<file path="config.mk">
export PLATFORM = sky130hd
export DESIGN_NAME = eth_rx_frame_ctrl_flat
export DESIGN_NICKNAME = d
export VERILOG_FILES = /design/src/rtl/eth_rx_frame_ctrl_if.sv /design/src/rtl/eth_rx_frame_ctrl.sv /design/src/flat_wrapper.sv
export SDC_FILE = /design/constraint.sdc
export NUM_CORES = 1
export LEC_CHECK = 0
export BUFFER_PORTS_ARGS = -buffer_cell sky130_fd_sc_hd__buf_4
export CAP_MARGIN = 20
export CELL_PAD_IN_SITES_DETAIL_PLACEMENT = 1
export CELL_PAD_IN_SITES_GLOBAL_PLACEMENT = 1
export CORE_MARGIN = 2
export CORE_UTILIZATION = 44
export CTS_CLUSTER_DIAMETER = 200
export CTS_CLUSTER_SIZE = 24
export DETAILED_ROUTE_END_ITERATION = 16
export PLACE_DENSITY = 0.77
export SLEW_MARGIN = 5
export SYNTH_ARGS = -nofsm -noshare
export SYNTH_HDL_FRONTEND = slang
export SYNTH_SLANG_ARGS = --single-unit
</file>
<file path="constraint.sdc">
create_clock -name clock -period 3.13 [get_ports clock]
set_input_delay 0.4695 -clock clock [delete_from_list [all_inputs] [get_ports clock]]
set_output_delay 0.4695 -clock clock [all_outputs]
set_load 0.005 [all_outputs]
</file>
<file path="src/rtl/eth_rx_frame_ctrl_if.sv">
// Frame descriptor handshake between the receive controller and its consumer.
// master: controller (ready/slot/len/err out, ack in); slave: consumer.
interface eth_rx_frame_ctrl_if #(
   parameter int SLOT_BITS = 2,
   parameter int SLOT_AW   = 11
);
   logic                 frame_ready;
   logic [SLOT_BITS-1:0] frame_slot;
   logic [SLOT_AW-1:0]   frame_len;
   logic                 frame_err;
   logic                 frame_ack;

   modport master (
      output frame_ready, frame_slot, frame_len, frame_err,
      input  frame_ack
   );

   modport slave (
      input  frame_ready, frame_slot, frame_len, frame_err,
      output frame_ack
   );
endinterface

</file>
<file path="src/rtl/eth_rx_frame_ctrl.sv">
// Receive-frame controller: writes converted bytes into RAM slots, commits
// good frames as descriptors, drops frames when all slots are busy.
// Ports: clock/reset (sync, active-high); rx_* byte stream and envelope in;
// ram_* registered write port out; fr = descriptor handshake (master);
// drop_cnt = saturating count of frames dropped for lack of a slot.
// Option: define ETH_RX_KEEP_BAD_EN to commit errored/long frames, flagged.
module eth_rx_frame_ctrl #(
   parameter int SLOT_BITS = 2,
   parameter int SLOT_AW   = 11,
   parameter int MIN_LEN   = 64,
   parameter int MAX_LEN   = 1518
) (
   input  logic                         clock,
   input  logic                         reset,
   input  logic [7:0]                   rx_data,
   input  logic                         rx_wren,
   input  logic                         rx_active,
   input  logic                         rx_error,
   output logic                         ram_we,
   output logic [SLOT_BITS+SLOT_AW-1:0] ram_waddr,
   output logic [7:0]                   ram_wdata,
   eth_rx_frame_ctrl_if.master          fr,
   output logic [15:0]                  drop_cnt
);

   localparam int NSLOT = 1 << SLOT_BITS;
   localparam logic [SLOT_AW-1:0] MIN_L = SLOT_AW'(MIN_LEN);
   localparam logic [SLOT_AW-1:0] MAX_L = SLOT_AW'(MAX_LEN);
   localparam logic [SLOT_BITS:0] FULL  = (SLOT_BITS+1)'(NSLOT);

   typedef enum logic [2:0] {
      IDLE, RECV, CLOSE0, CLOSE1, DROP
   } state_t;

   state_t               state;
   state_t               next;
   logic                 post_rst;
   logic [SLOT_AW-1:0]   byte_cnt;
   logic                 err_q;
   logic                 long_q;
   logic [SLOT_BITS-1:0] wr_ptr;
   logic [SLOT_BITS-1:0] rd_ptr;
   logic [SLOT_BITS:0]   count;
   logic [SLOT_AW-1:0]   len_q [NSLOT];

   logic full;
   logic start;
   logic drop_inc;
   logic wr_en;
   logic err_in;
   logic commit;
   logic ack;

   assign full   = (count == FULL);
   // converter flags arrive late, so CLOSE1 sees the live flag too
   assign err_in = err_q | rx_error;
   assign wr_en  = (state == RECV) && rx_wren && (byte_cnt < MAX_L);
   assign ack    = fr.frame_ack && (count != '0);

`ifdef ETH_RX_KEEP_BAD_EN
   logic bad_q [NSLOT];

   assign commit = (state == CLOSE1) && (byte_cnt >= MIN_L);
   assign fr.frame_err = (count != '0) && bad_q[rd_ptr];

   always_ff @(posedge clock) begin
      if (commit) bad_q[wr_ptr] <= err_in | long_q;
   end
`else
   assign commit = (state == CLOSE1) && (byte_cnt >= MIN_L)
                   && !err_in && !long_q;
   assign fr.frame_err = 1'b0;
`endif

   assign fr.frame_ready = (count != '0);
   assign fr.frame_slot  = rd_ptr;
   assign fr.frame_len   = (count != '0) ? len_q[rd_ptr] : '0;

   // a frame already in flight when reset lifts is skipped uncounted
   always_comb begin
      next     = state;
      start    = 1'b0;
      drop_inc = 1'b0;
      unique case (state)
         IDLE: begin
            if (rx_active) begin
               if (post_rst || full) begin
                  next     = DROP;
                  drop_inc = !post_rst;
               end else begin
                  next  = RECV;
                  start = 1'b1;
               end
            end
         end
         RECV:    if (!rx_active) next = CLOSE0;
         CLOSE0:  next = CLOSE1;
         CLOSE1:  next = IDLE;
         DROP:    if (!rx_active) next = IDLE;
         default: next = IDLE;
      endcase
   end

   always_ff @(posedge clock) begin
      if (reset) state <= IDLE;
      else       state <= next;
   end

   always_ff @(posedge clock) begin
      if (commit) len_q[wr_ptr] <= byte_cnt;
   end

   always_ff @(posedge clock) begin
      if (reset) begin
         post_rst  <= 1'b1;
         ram_we    <= 1'b0;
         ram_waddr <= '0;
         ram_wdata <= '0;
         byte_cnt  <= '0;
         err_q     <= 1'b0;
         long_q    <= 1'b0;
         wr_ptr    <= '0;
         rd_ptr    <= '0;
         count     <= '0;
         drop_cnt  <= '0;
      end else begin
         post_rst <= 1'b0;
         ram_we   <= wr_en;
         if (wr_en) begin
            ram_waddr <= {wr_ptr, byte_cnt};
            ram_wdata <= rx_data;
         end
         if (start) begin
            byte_cnt <= '0;
            err_q    <= 1'b0;
            long_q   <= 1'b0;
         end else begin
            if (wr_en) byte_cnt <= byte_cnt + 1'b1;
            if ((state == RECV) && rx_wren && !(byte_cnt < MAX_L))
               long_q <= 1'b1;
            if ((state == RECV) || (state == CLOSE0))
               err_q <= err_in;
         end
         if (drop_inc && (drop_cnt != 16'hFFFF))
            drop_cnt <= drop_cnt + 16'd1;
         if (commit) wr_ptr <= wr_ptr + 1'b1;
         if (ack)    rd_ptr <= rd_ptr + 1'b1;
         if (commit && !ack)      count <= count + 1'b1;
         else if (ack && !commit) count <= count - 1'b1;
      end
   end

endmodule

</file>
<file path="src/flat_wrapper.sv">
// flat-port wrapper written by rule: the top's interface ports become plain ports
module eth_rx_frame_ctrl_flat 
#(
   parameter int SLOT_BITS = 2,
   parameter int SLOT_AW   = 11,
   parameter int MIN_LEN   = 64,
   parameter int MAX_LEN   = 1518
)
  (clock, reset, rx_data, rx_wren, rx_active, rx_error, ram_we, ram_waddr, ram_wdata, drop_cnt, fr_frame_ready, fr_frame_slot, fr_frame_len, fr_frame_err, fr_frame_ack);
  eth_rx_frame_ctrl_if #(.SLOT_BITS(SLOT_BITS), .SLOT_AW(SLOT_AW)) fr_i ();
  input  logic clock;
  input  logic reset;
  input  logic [7:0] rx_data;
  input  logic rx_wren;
  input  logic rx_active;
  input  logic rx_error;
  output logic ram_we;
  output logic [SLOT_BITS+SLOT_AW-1:0] ram_waddr;
  output logic [7:0] ram_wdata;
  output logic [15:0] drop_cnt;
  output wire logic [$bits(fr_i.frame_ready)-1:0] fr_frame_ready;
  output wire logic [$bits(fr_i.frame_slot)-1:0] fr_frame_slot;
  output wire logic [$bits(fr_i.frame_len)-1:0] fr_frame_len;
  output wire logic [$bits(fr_i.frame_err)-1:0] fr_frame_err;
  input wire logic [$bits(fr_i.frame_ack)-1:0] fr_frame_ack;
  assign fr_frame_ready = fr_i.frame_ready;
  assign fr_frame_slot = fr_i.frame_slot;
  assign fr_frame_len = fr_i.frame_len;
  assign fr_frame_err = fr_i.frame_err;
  assign fr_i.frame_ack = fr_frame_ack;
  eth_rx_frame_ctrl #(.SLOT_BITS(SLOT_BITS), .SLOT_AW(SLOT_AW), .MIN_LEN(MIN_LEN), .MAX_LEN(MAX_LEN)) u_core (.clock(clock), .reset(reset), .rx_data(rx_data), .rx_wren(rx_wren), .rx_active(rx_active), .rx_error(rx_error), .ram_we(ram_we), .ram_waddr(ram_waddr), .ram_wdata(ram_wdata), .fr(fr_i), .drop_cnt(drop_cnt));
endmodule
</file>
==> results by group, run 1 <==
Run status
  – Status: finished, final reports clean

Min path
  – Worst hold path class: input pin to flop
  – Worst Hold Launch: rx_data[3]
  – Hold path depth: 3
  – Hold-critical path endpoint: u_core.ram_wdata[3]

Floorplan
  – Top-Level Pins: 67
  – Die footprint: between 10000 and 15000 um2
  – Chip width: 105.1 um
  – Initial cell density of the core: 0.4557
  – Core area: about 9900 um2
  – Count of standard-cell rows: 36
  – Die height: roughly 110 um

Timing
  – Maximum clock frequency: 0.3930 GHz
  – Setup clock skew after layout: 6.876 ps
  – Actual slew at the worst max-slew pin: 1044 ps
  – Fin. max-slew vios: 0
  – Hold Vio Cnt, Final: 0
  – Final worst-path cycle share: 0.8129
  – Worst max-slew margin expressed relative to the limit: 0.3038
  – Smallest hold slack: 339.1 ps
  – Final setup fails: 0
  – Sum Neg Setup Slack: 0 ps
  – Final critical-path setup slack: between 500 and 600 ps
  – Time the worst path needs with I/O delays and setup: 2544 ps
  – Unrepaired setup endpoints after global routing: false

Global route
  – Wire length of the first global-routing pass: approximately 16000 um
  – Largest net degree at the start of global routing: 53
  – Number of global-route vias before repair: around 3200
  – Global route overflow: 0
  – Overall Global Routing Usage: 0.1863
  – Antenna violations before repair: 0

Placed design
  – Count of port buffers added during placement: 65
  – DP Worst Slack: 515.5 ps
  – Weighted congestion at the end of routability-driven global placement: 0.7850
  – HPWL Detailed: about 7000 um

Flow run
  – Number of max-cap violations: 0

Critical path
  – Startpoint-to-endpoint class of the critical path: flop to primary output
  – Largest stage delay on the critical path: around 800 ps
  – Path depth of the worst reg2reg path: 8
  – Slack of the worst reg-to-reg path: around 600 ps
  – Terminus of the critical flop-to-flop path: u_core.count[2]
  – Largest driver fanout on the critical path: 11
  – Critical Path, Cell by Cell: mux4_2 -> and2_1 -> buf_4
  – Required time worst endpoint: around 2700 ps
  – CP Data Arrival Time: 2070 ps
  – Bufs and invs on worst path: 1
  – Dominant delay contributor by cell family on the critical path: flip-flops
  – Worst reg2reg path startpoint: u_core.count[0]
  – Element type at the critical path start: flop
  – Crit end category: primary output
  – CP max-delay cell: dfxtp_1

Drt
  – Violation count after the first detailed-routing iteration: around 140
  – Vias per cell: 5.327
  – Total vias in the final route: 3196
  – Wirelength per Cell: about 17 um
  – Residual DRC count: 0
  – Antenna Violating Nets Remaining: 0
  – Count of TritonRoute iterations in the first routing pass: 7
  – Post-Route WL: just under 10000 um

Synth
  – Seq cells post-synth: 108
  – EDFF count, synth: 44
  – Syn_nets: about 430
  – Synth Area per Inst: 11.10 um2
  – Main area contributors after synthesis: edfxtp_1 29%, dfxtp_1 28%, mux4_2 5.5%
  – Area share of the largest cell type after synthesis: 0.2939
  – Ys async rst share: 0
  – Leading register cell type out of synthesis: dfxtp_1
  – Cell variety after synth: 47
  – Synthesized instance count: slightly above 400
  – Mapped Area: roughly 4500 um2
  – Share of the yosys chip area belonging to registers: 0.5789
  – Warnings, synthesis: 0
  – Synth area leader: edfxtp_1

CTS
  – Sink count of the clock tree: ~110
  – Post-CTS repair timing setup buffer count: 0
  – H-tree depth: 3
  – Number of hold buffers added after CTS: 0
  – Clock tree root driver cell: clkbuf_8
  – Clock tree from TritonCTS: built
  – Maximum clock path buffer count: 2
  – TritonCTS Buffers: 9
  – Clock Pin Slew Worst Setup and Hold Paths: 100 ps
  – Skew-Pair Late Insertion Delay: 370 ps
  – Post-cts repair resize count: 0

Layout
  – Antenna cell count: 0
  – Relative area change from synthesis to final layout: 17.62%
  – Area of the multi-input gates: approximately 1800 um2
  – Register area: ~2600 um2
  – # fillers: ~1100
  – Layout cell share with drive strength beyond 1: 0.2141
  – Post-layout nets: approximately 490

Power
  – Sequential power share: 0.607
  – Net switching power: 0.5353 mW
  – Power Internal: 1.885 mW
  – Clock power frac: 0.366
  – Share of power burned in combinational logic: 0.027
  – Switching part of the total: 0.2212
  – Peak VDD IR: about 0.00029 V
  – Leakage power total: about 1.9 nW
  – Pwr per Cell Area: between 400 and 500 nW/um2
  – Total design power: 2.421 mW
worst max path at each step:
stage	start	endpoint	slack (ps)	cells after the start
CTS	flop	fr_frame_len[7]	510	3
global route	flop	fr_frame_len[7]	420	3
floorplan	rx_error	u_core.count[2]	700	9
finish	flop	fr_frame_len[7]	590	3
detailed placement	rx_error	u_core.count[2]	520	10
global placement	rx_error	u_core.count[2]	720	10
logic make-up (layout without fill, tap and decap cells):
logic type | after synthesis | after routing | share of synthesized area
and+or+nand+nor | 165 | 165 | 0.1815
adders and majority gates | 9 | 9 | 0.02672
xor gates and xnor gates | 25 | 25 | 0.04871
other | 1 | 1 | 0.0008342
buffers and inverters | 29 | 91 | 0.02616
AOI/OAI and AO/OA | 55 | 55 | 0.07765
muxes | 13 | 13 | 0.05956
DFF | 108 | 108 | 0.5789
cells in the mapped netlist, types with 3 or more instances:
cell        n
nand2_1    54
o21ai_0     5
mux4_2     11
xnor2_1    14
dfxtp_1    64
nor3_1     12
clkbuf_1   16
and4_1      3
nor3b_1     3
nand3_1     9
nand4_1     4
a21oi_1    29
nor4_1      9
buf_2       4
and2_1     19
o2111ai_1   3
xor2_1     11
edfxtp_1   44
nor2_1     39
inv_1       8
ha_1        8
a31oi_1     4
layout by cell type (no fill, tap or decap), types with 4 or more instances in the layout:
cell / n
nor2_1: 39
mux4_2: 11
a31oi_1: 4
nor4_1: 9
nor3_1: 12
nand2_1: 54
buf_4: 67
clkbuf_8: 10
nand4_1: 4
xnor2_1: 14
nand3_1: 9
and2_1: 19
o21ai_0: 5
edfxtp_1: 44
a21oi_1: 29
dfxtp_1: 64
ha_1: 8
inv_1: 8
xor2_1: 11
layer usage:
layer	GRT usage	vias up	wire, um	share of wire
met1	0.2570	1575	4732	0.48
met2	0.2945	60	4663	0.47
met5	0	-	0	0
met4	0.06571	0	129	0.013
met3	0.03493	8	395	0.040
li1	-	1553	-	-
per-stage QoR:
stage | std cells | instance area, um2 | utilization
3_3_place_gp | 584 | 5077 | 0.5147
2_1_floorplan | 405 | 4496 | -
3_5_place_dp | 584 | 5077 | 0.5147
4_1_cts | 600 | 5288 | 0.5360
6_report | 600 | 5288 | 0.5360
5_1_grt | 600 | 5288 | 0.5360
layout make-up:
cell class	instances	area share
Clock buffer	10	0.02603
Clock inverter	6	0.01372
Inverter	8	0.005679
Multi-Input combinational cell	268	0.3358
Sequential cell	108	0.4922
Tap cell	133	0.03147
Timing Repair Buffer	67	0.09513
tightest hold or removal path, cell delays in order:
cell	delay [ps]
buf_4	110
nand2_1	50
a21oi_1	50
flip-flops by register name, indices dropped and copies added (netlist names), 3 cells and up, named ones only:
register,cells
u_core.ram_waddr,13
u_core.state,3
u_core.drop_cnt,16
u_core.ram_wdata,8
u_core.count,3
u_core.byte_cnt,11
u_core.len_q,44
power by group through the flow:
stage	Combinational (mW)	Clock, mW	Sequential [mW]
finish	0.0648	0.886	1.47
global route	0.0721	0.974	1.47
CTS	0.0660	0.910	1.47
detailed placement	0.0656	0	1.50
global placement	0.0646	0	1.50
floorplan	0.0402	0	1.50
Power figures use the tool's default switching activity.
==> run 2: changes to the inputs <==
--- a/config.mk
+++ b/config.mk
@@ -5,16 +5,17 @@
 export SDC_FILE = /design/constraint.sdc
 export NUM_CORES = 1
 export LEC_CHECK = 0
+export ABC_AREA = 1
 export BUFFER_PORTS_ARGS = -buffer_cell sky130_fd_sc_hd__buf_4
 export CAP_MARGIN = 20
 export CELL_PAD_IN_SITES_DETAIL_PLACEMENT = 1
 export CELL_PAD_IN_SITES_GLOBAL_PLACEMENT = 1
 export CORE_MARGIN = 2
-export CORE_UTILIZATION = 44
+export CORE_UTILIZATION = 43
 export CTS_CLUSTER_DIAMETER = 200
 export CTS_CLUSTER_SIZE = 24
 export DETAILED_ROUTE_END_ITERATION = 16
-export PLACE_DENSITY = 0.77
+export PLACE_DENSITY = 0.79
 export SLEW_MARGIN = 5
 export SYNTH_ARGS = -nofsm -noshare
 export SYNTH_HDL_FRONTEND = slang
==> constraint.sdc (replaced) <==
create_clock -name clock -period 2.4 [get_ports clock]
set_input_delay 0.36 -clock clock [delete_from_list [all_inputs] [get_ports clock]]
set_output_delay 0.36 -clock clock [all_outputs]
set_load 0.005 [all_outputs]
==> run 2 against run 1 <==
Global-route usage is 3.5 points higher. Setup slack worse by 290 ps. Sequential power is 39% higher. Register-to-register slack worse by 300 ps. Routed wire length is 30% higher. First-iteration DRC count is 55% higher. Critical endpoint is now u_core.count[2].
==> results by group, run 2 <==
Timing
  – Hold Vio Cnt, Final: 0 (unchanged)
  – Actual slew at the worst max-slew pin: 578.3 ps (-465.9 ps)
  – Unrepaired setup endpoints after global routing: false
  – Worst max-slew margin expressed relative to the limit: 0.6141 (+0.3103)
  – Final setup fails: 0 (unchanged)
  – Setup clock skew after layout: 8.488 ps (+1.612 ps)
  – Sum Neg Setup Slack: 0 ps (unchanged)
  – Fin. max-slew vios: 0 (unchanged)
  – Final worst-path cycle share: 0.8763
  – Maximum clock frequency: between 0.4 and 0.5 GHz
  – Time the worst path needs with I/O delays and setup: between 2000 and 2500 ps

CTS
  – Clock tree from TritonCTS: built
  – Number of hold buffers added after CTS: 0 (unchanged)
  – Maximum clock path buffer count: 2 (unchanged)
  – TritonCTS Buffers: 9 (unchanged)
  – Sink count of the clock tree: 108 (unchanged)
  – H-tree depth: 3 (unchanged)
  – Post-cts repair resize count: 0 (unchanged)
  – Skew-Pair Late Insertion Delay: 350 ps (-20 ps)
  – Clock Pin Slew Worst Setup and Hold Paths: 70 ps (-30 ps)
  – Post-CTS repair timing setup buffer count: 0 (unchanged)
  – Clock tree root driver cell: clkbuf_16

Synth
  – Mapped Area: 4842 um2 (+7.7%)
  – Top-count cell post-synth: nor2_1
  – Synthesized instance count: 588 (+45%)
  – Share of the yosys chip area belonging to registers: 0.5375 (-0.04144)
  – Main area contributors after synthesis: edfxtp_1 27%, dfxtp_1 26%, nor2_1 10%
  – Syn_nets: 611 (+43%)
  – Ranking of synthesized cells by instance count: 130 x nor2_1, 96 x nand2_1, 64 x dfxtp_1
  – Synth Area per Inst: 8.235 um2 (-26%)
  – Cell variety after synth: 31 (-34%)
  – Ys async rst share: 0 (unchanged)
  – Warnings, synthesis: 0 (unchanged)
  – Synth area leader: edfxtp_1
  – EDFF count, synth: 44 (unchanged)
  – Seq cells post-synth: 108 (unchanged)
  – Leading register cell type out of synthesis: dfxtp_1
  – Area share of the largest cell type after synthesis: 0.2729 (-0.02104)

Floorplan
  – Die height: 110.1 um (+4.8%)
  – Die footprint: 12130 um2 (+9.8%)
  – Chip width: 110.1 um (+4.8%)
  – Initial cell density of the core: 0.4428 (-0.01294)
  – Top-Level Pins: 67 (unchanged)
  – Count of standard-cell rows: 38 (+5.6%)
  – Core area: 10940 um2 (+11%)

Global route
  – Routing usage on met3: 0.04292 (+0.007981)
  – Number of global-route vias before repair: 4270 (+34%)
  – Met1 GRT Util: 0.2679 (+0.01089)
  – Antenna violations before repair: 0 (unchanged)
  – Layer with the highest usage: met2
  – Overall Global Routing Usage: 0.2214 (+0.03509)
  – Met2 Usage GRT: 0.3966 (+0.1021)
  – Wire length of the first global-routing pass: 20470 um (+26%)
  – Global route overflow: 0 (unchanged)
  – Largest net degree at the start of global routing: 23 (-57%)

Critical path
  – Startpoint-to-endpoint class of the critical path: flop to flop
  – Largest stage delay on the critical path: 440 ps (-360 ps)
  – Element type at the critical path start: flop
  – CP max-delay cell: fa_1
  – Crit end category: flop
  – Required time worst endpoint: 2630 ps (-30 ps)
  – Largest driver fanout on the critical path: 5 (-6)
  – Critical Path, Cell by Cell: nor2_1 -> nand3_1 -> nor2_1 -> nand2_1 -> inv_1 -> ha_1 -> inv_1 -> fa_1 -> a21oi_1 -> o21ai_0 -> o21ai_1 -> a21oi_1
  – CP Data Arrival Time: 2340 ps (+270 ps)

Layout
  – Relative area change from synthesis to final layout: 19.69%
  – Post-layout nets: 682 (+41%)
  – Commonest non-fill, non-tap cells in the layout: 130 x nor2_1, 96 x nand2_1, 83 x buf_4, 61 x dfxtp_1, 53 x o21ai_0
  – Top register by number of flip-flops: u_core.len_q
  – Most common cell after layout, fill and taps aside: nor2_1
  – Top flop regs: u_core.len_q (44), u_core.drop_cnt (16), u_core.ram_waddr (13)
  – Layout cell share with drive strength beyond 1: 0.1867 (-0.02739)
  – Antenna cell count: 0 (unchanged)
  – Largest register FFs: 44 (unchanged)

Power
  – Total design power: 4.538 mW (+87%)
  – Peak VDD IR: 0.0005180 V (+80%)
  – Leakage power total: 2.270 nW (+17%)
  – Pwr per Cell Area: 783.0 nW/um2 (+71%)

Run status
  – Status: finished, final reports clean

Drt
  – Antenna Violating Nets Remaining: 0 (unchanged)
  – Total vias in the final route: 4164 (+30%)
  – Residual DRC count: 0 (unchanged)
  – Count of TritonRoute iterations in the first routing pass: 4 (-3)
  – Wirelength per Cell: 16.00 um (-3.2%)
  – Post-Route WL: 12860 um (+30%)
  – Violation count after the first detailed-routing iteration: 221 (+55%)
  – Vias per cell: 5.179 (-2.8%)

Min path
  – Worst hold path class: input pin to flop

Placed design
  – HPWL Detailed: 9139 um (+33%)
  – Weighted congestion at the end of routability-driven global placement: 0.7901 (+0.65%)
  – Count of port buffers added during placement: 65 (unchanged)

Flow run
  – Number of max-cap violations: 0 (unchanged)
run 2: cell types whose count changed after synthesis, moves of 19 or more:
cell / change
nand3_1: +23
inv_1: +41
nand2_1: +42
nor2_1: +91
and2_1: -19
o21ai_0: +49
run 2: metal layers:
metal | share of wire | routed length (um)
met5 | 0 | 0
met4 | 0.013 | 169
met3 | 0.047 | 610
met2 | 0.51 | 6508
met1 | 0.43 | 5575
run 2: cell type report:
type	instances	area, um2
Clock buffer	11	232.7
Multi-Input combinational cell	401	1911
Timing Repair Buffer	83	623.1
Sequential cell	108	2606
Tap cell	140	175.2
Clock inverter	5	37.54
Fill cell	1370	5140
Inverter	56	210.2
run 2: critical path: cells and delay by family (launching register included):
kind | cells | cell delay (ps)
and+or+nand+nor | 4 | 390
adders and majority gates | 2 | 580
buffers and inverters | 2 | 150
DFF | 1 | 360
AOI/OAI and AO/OA | 4 | 500
run 2: path summary, 6_finish.rpt:
path / from / end / slack (ps) / depth (start not counted)
min: reset / u_core.post_rst / 250 / 1
max: u_core.state[2] / u_core.count[2] / 300 / 12
max reg2reg: u_core.state[2] / u_core.count[2] / 300 / 12
min reg2reg: u_core.err_q / u_core.err_q / 460 / 2
run 2: cells by family (layout without fill, tap and decap cells):
logic type	Yosys count	after routing	share of synthesized area
AND/OR/NAND/NOR	276	276	0.2331
other	1	1	0.0007745
buffers and inverters	79	155	0.06796
adder cells (fa/ha/maj)	9	9	0.02481
XOR/XNOR	11	11	0.01990
AO/OA/AOI/OAI	104	104	0.1160
flip-flops	108	108	0.5375
run 2: through the flow:
stage	hold slack, ps	area [um2]	std cells	util	setup WS, ps
2_1_floorplan	387.7	4842	588	-	456.0
5_1_grt	247.9	5796	804	0.5300	48.01
3_3_place_gp	442.8	5522	788	0.5049	313.8
4_1_cts	244.6	5792	804	0.5296	157.4
3_5_place_dp	450.3	5522	788	0.5049	162.9
6_report	254.0	5796	804	0.5300	296.9
run 2: power breakdown:
group | switching [mW] | total (mW) | internal, mW
combinational | 0.636 | 1.11 | 0.470
sequential | 0.0704 | 2.05 | 1.98
clock | 0.670 | 1.38 | 0.709
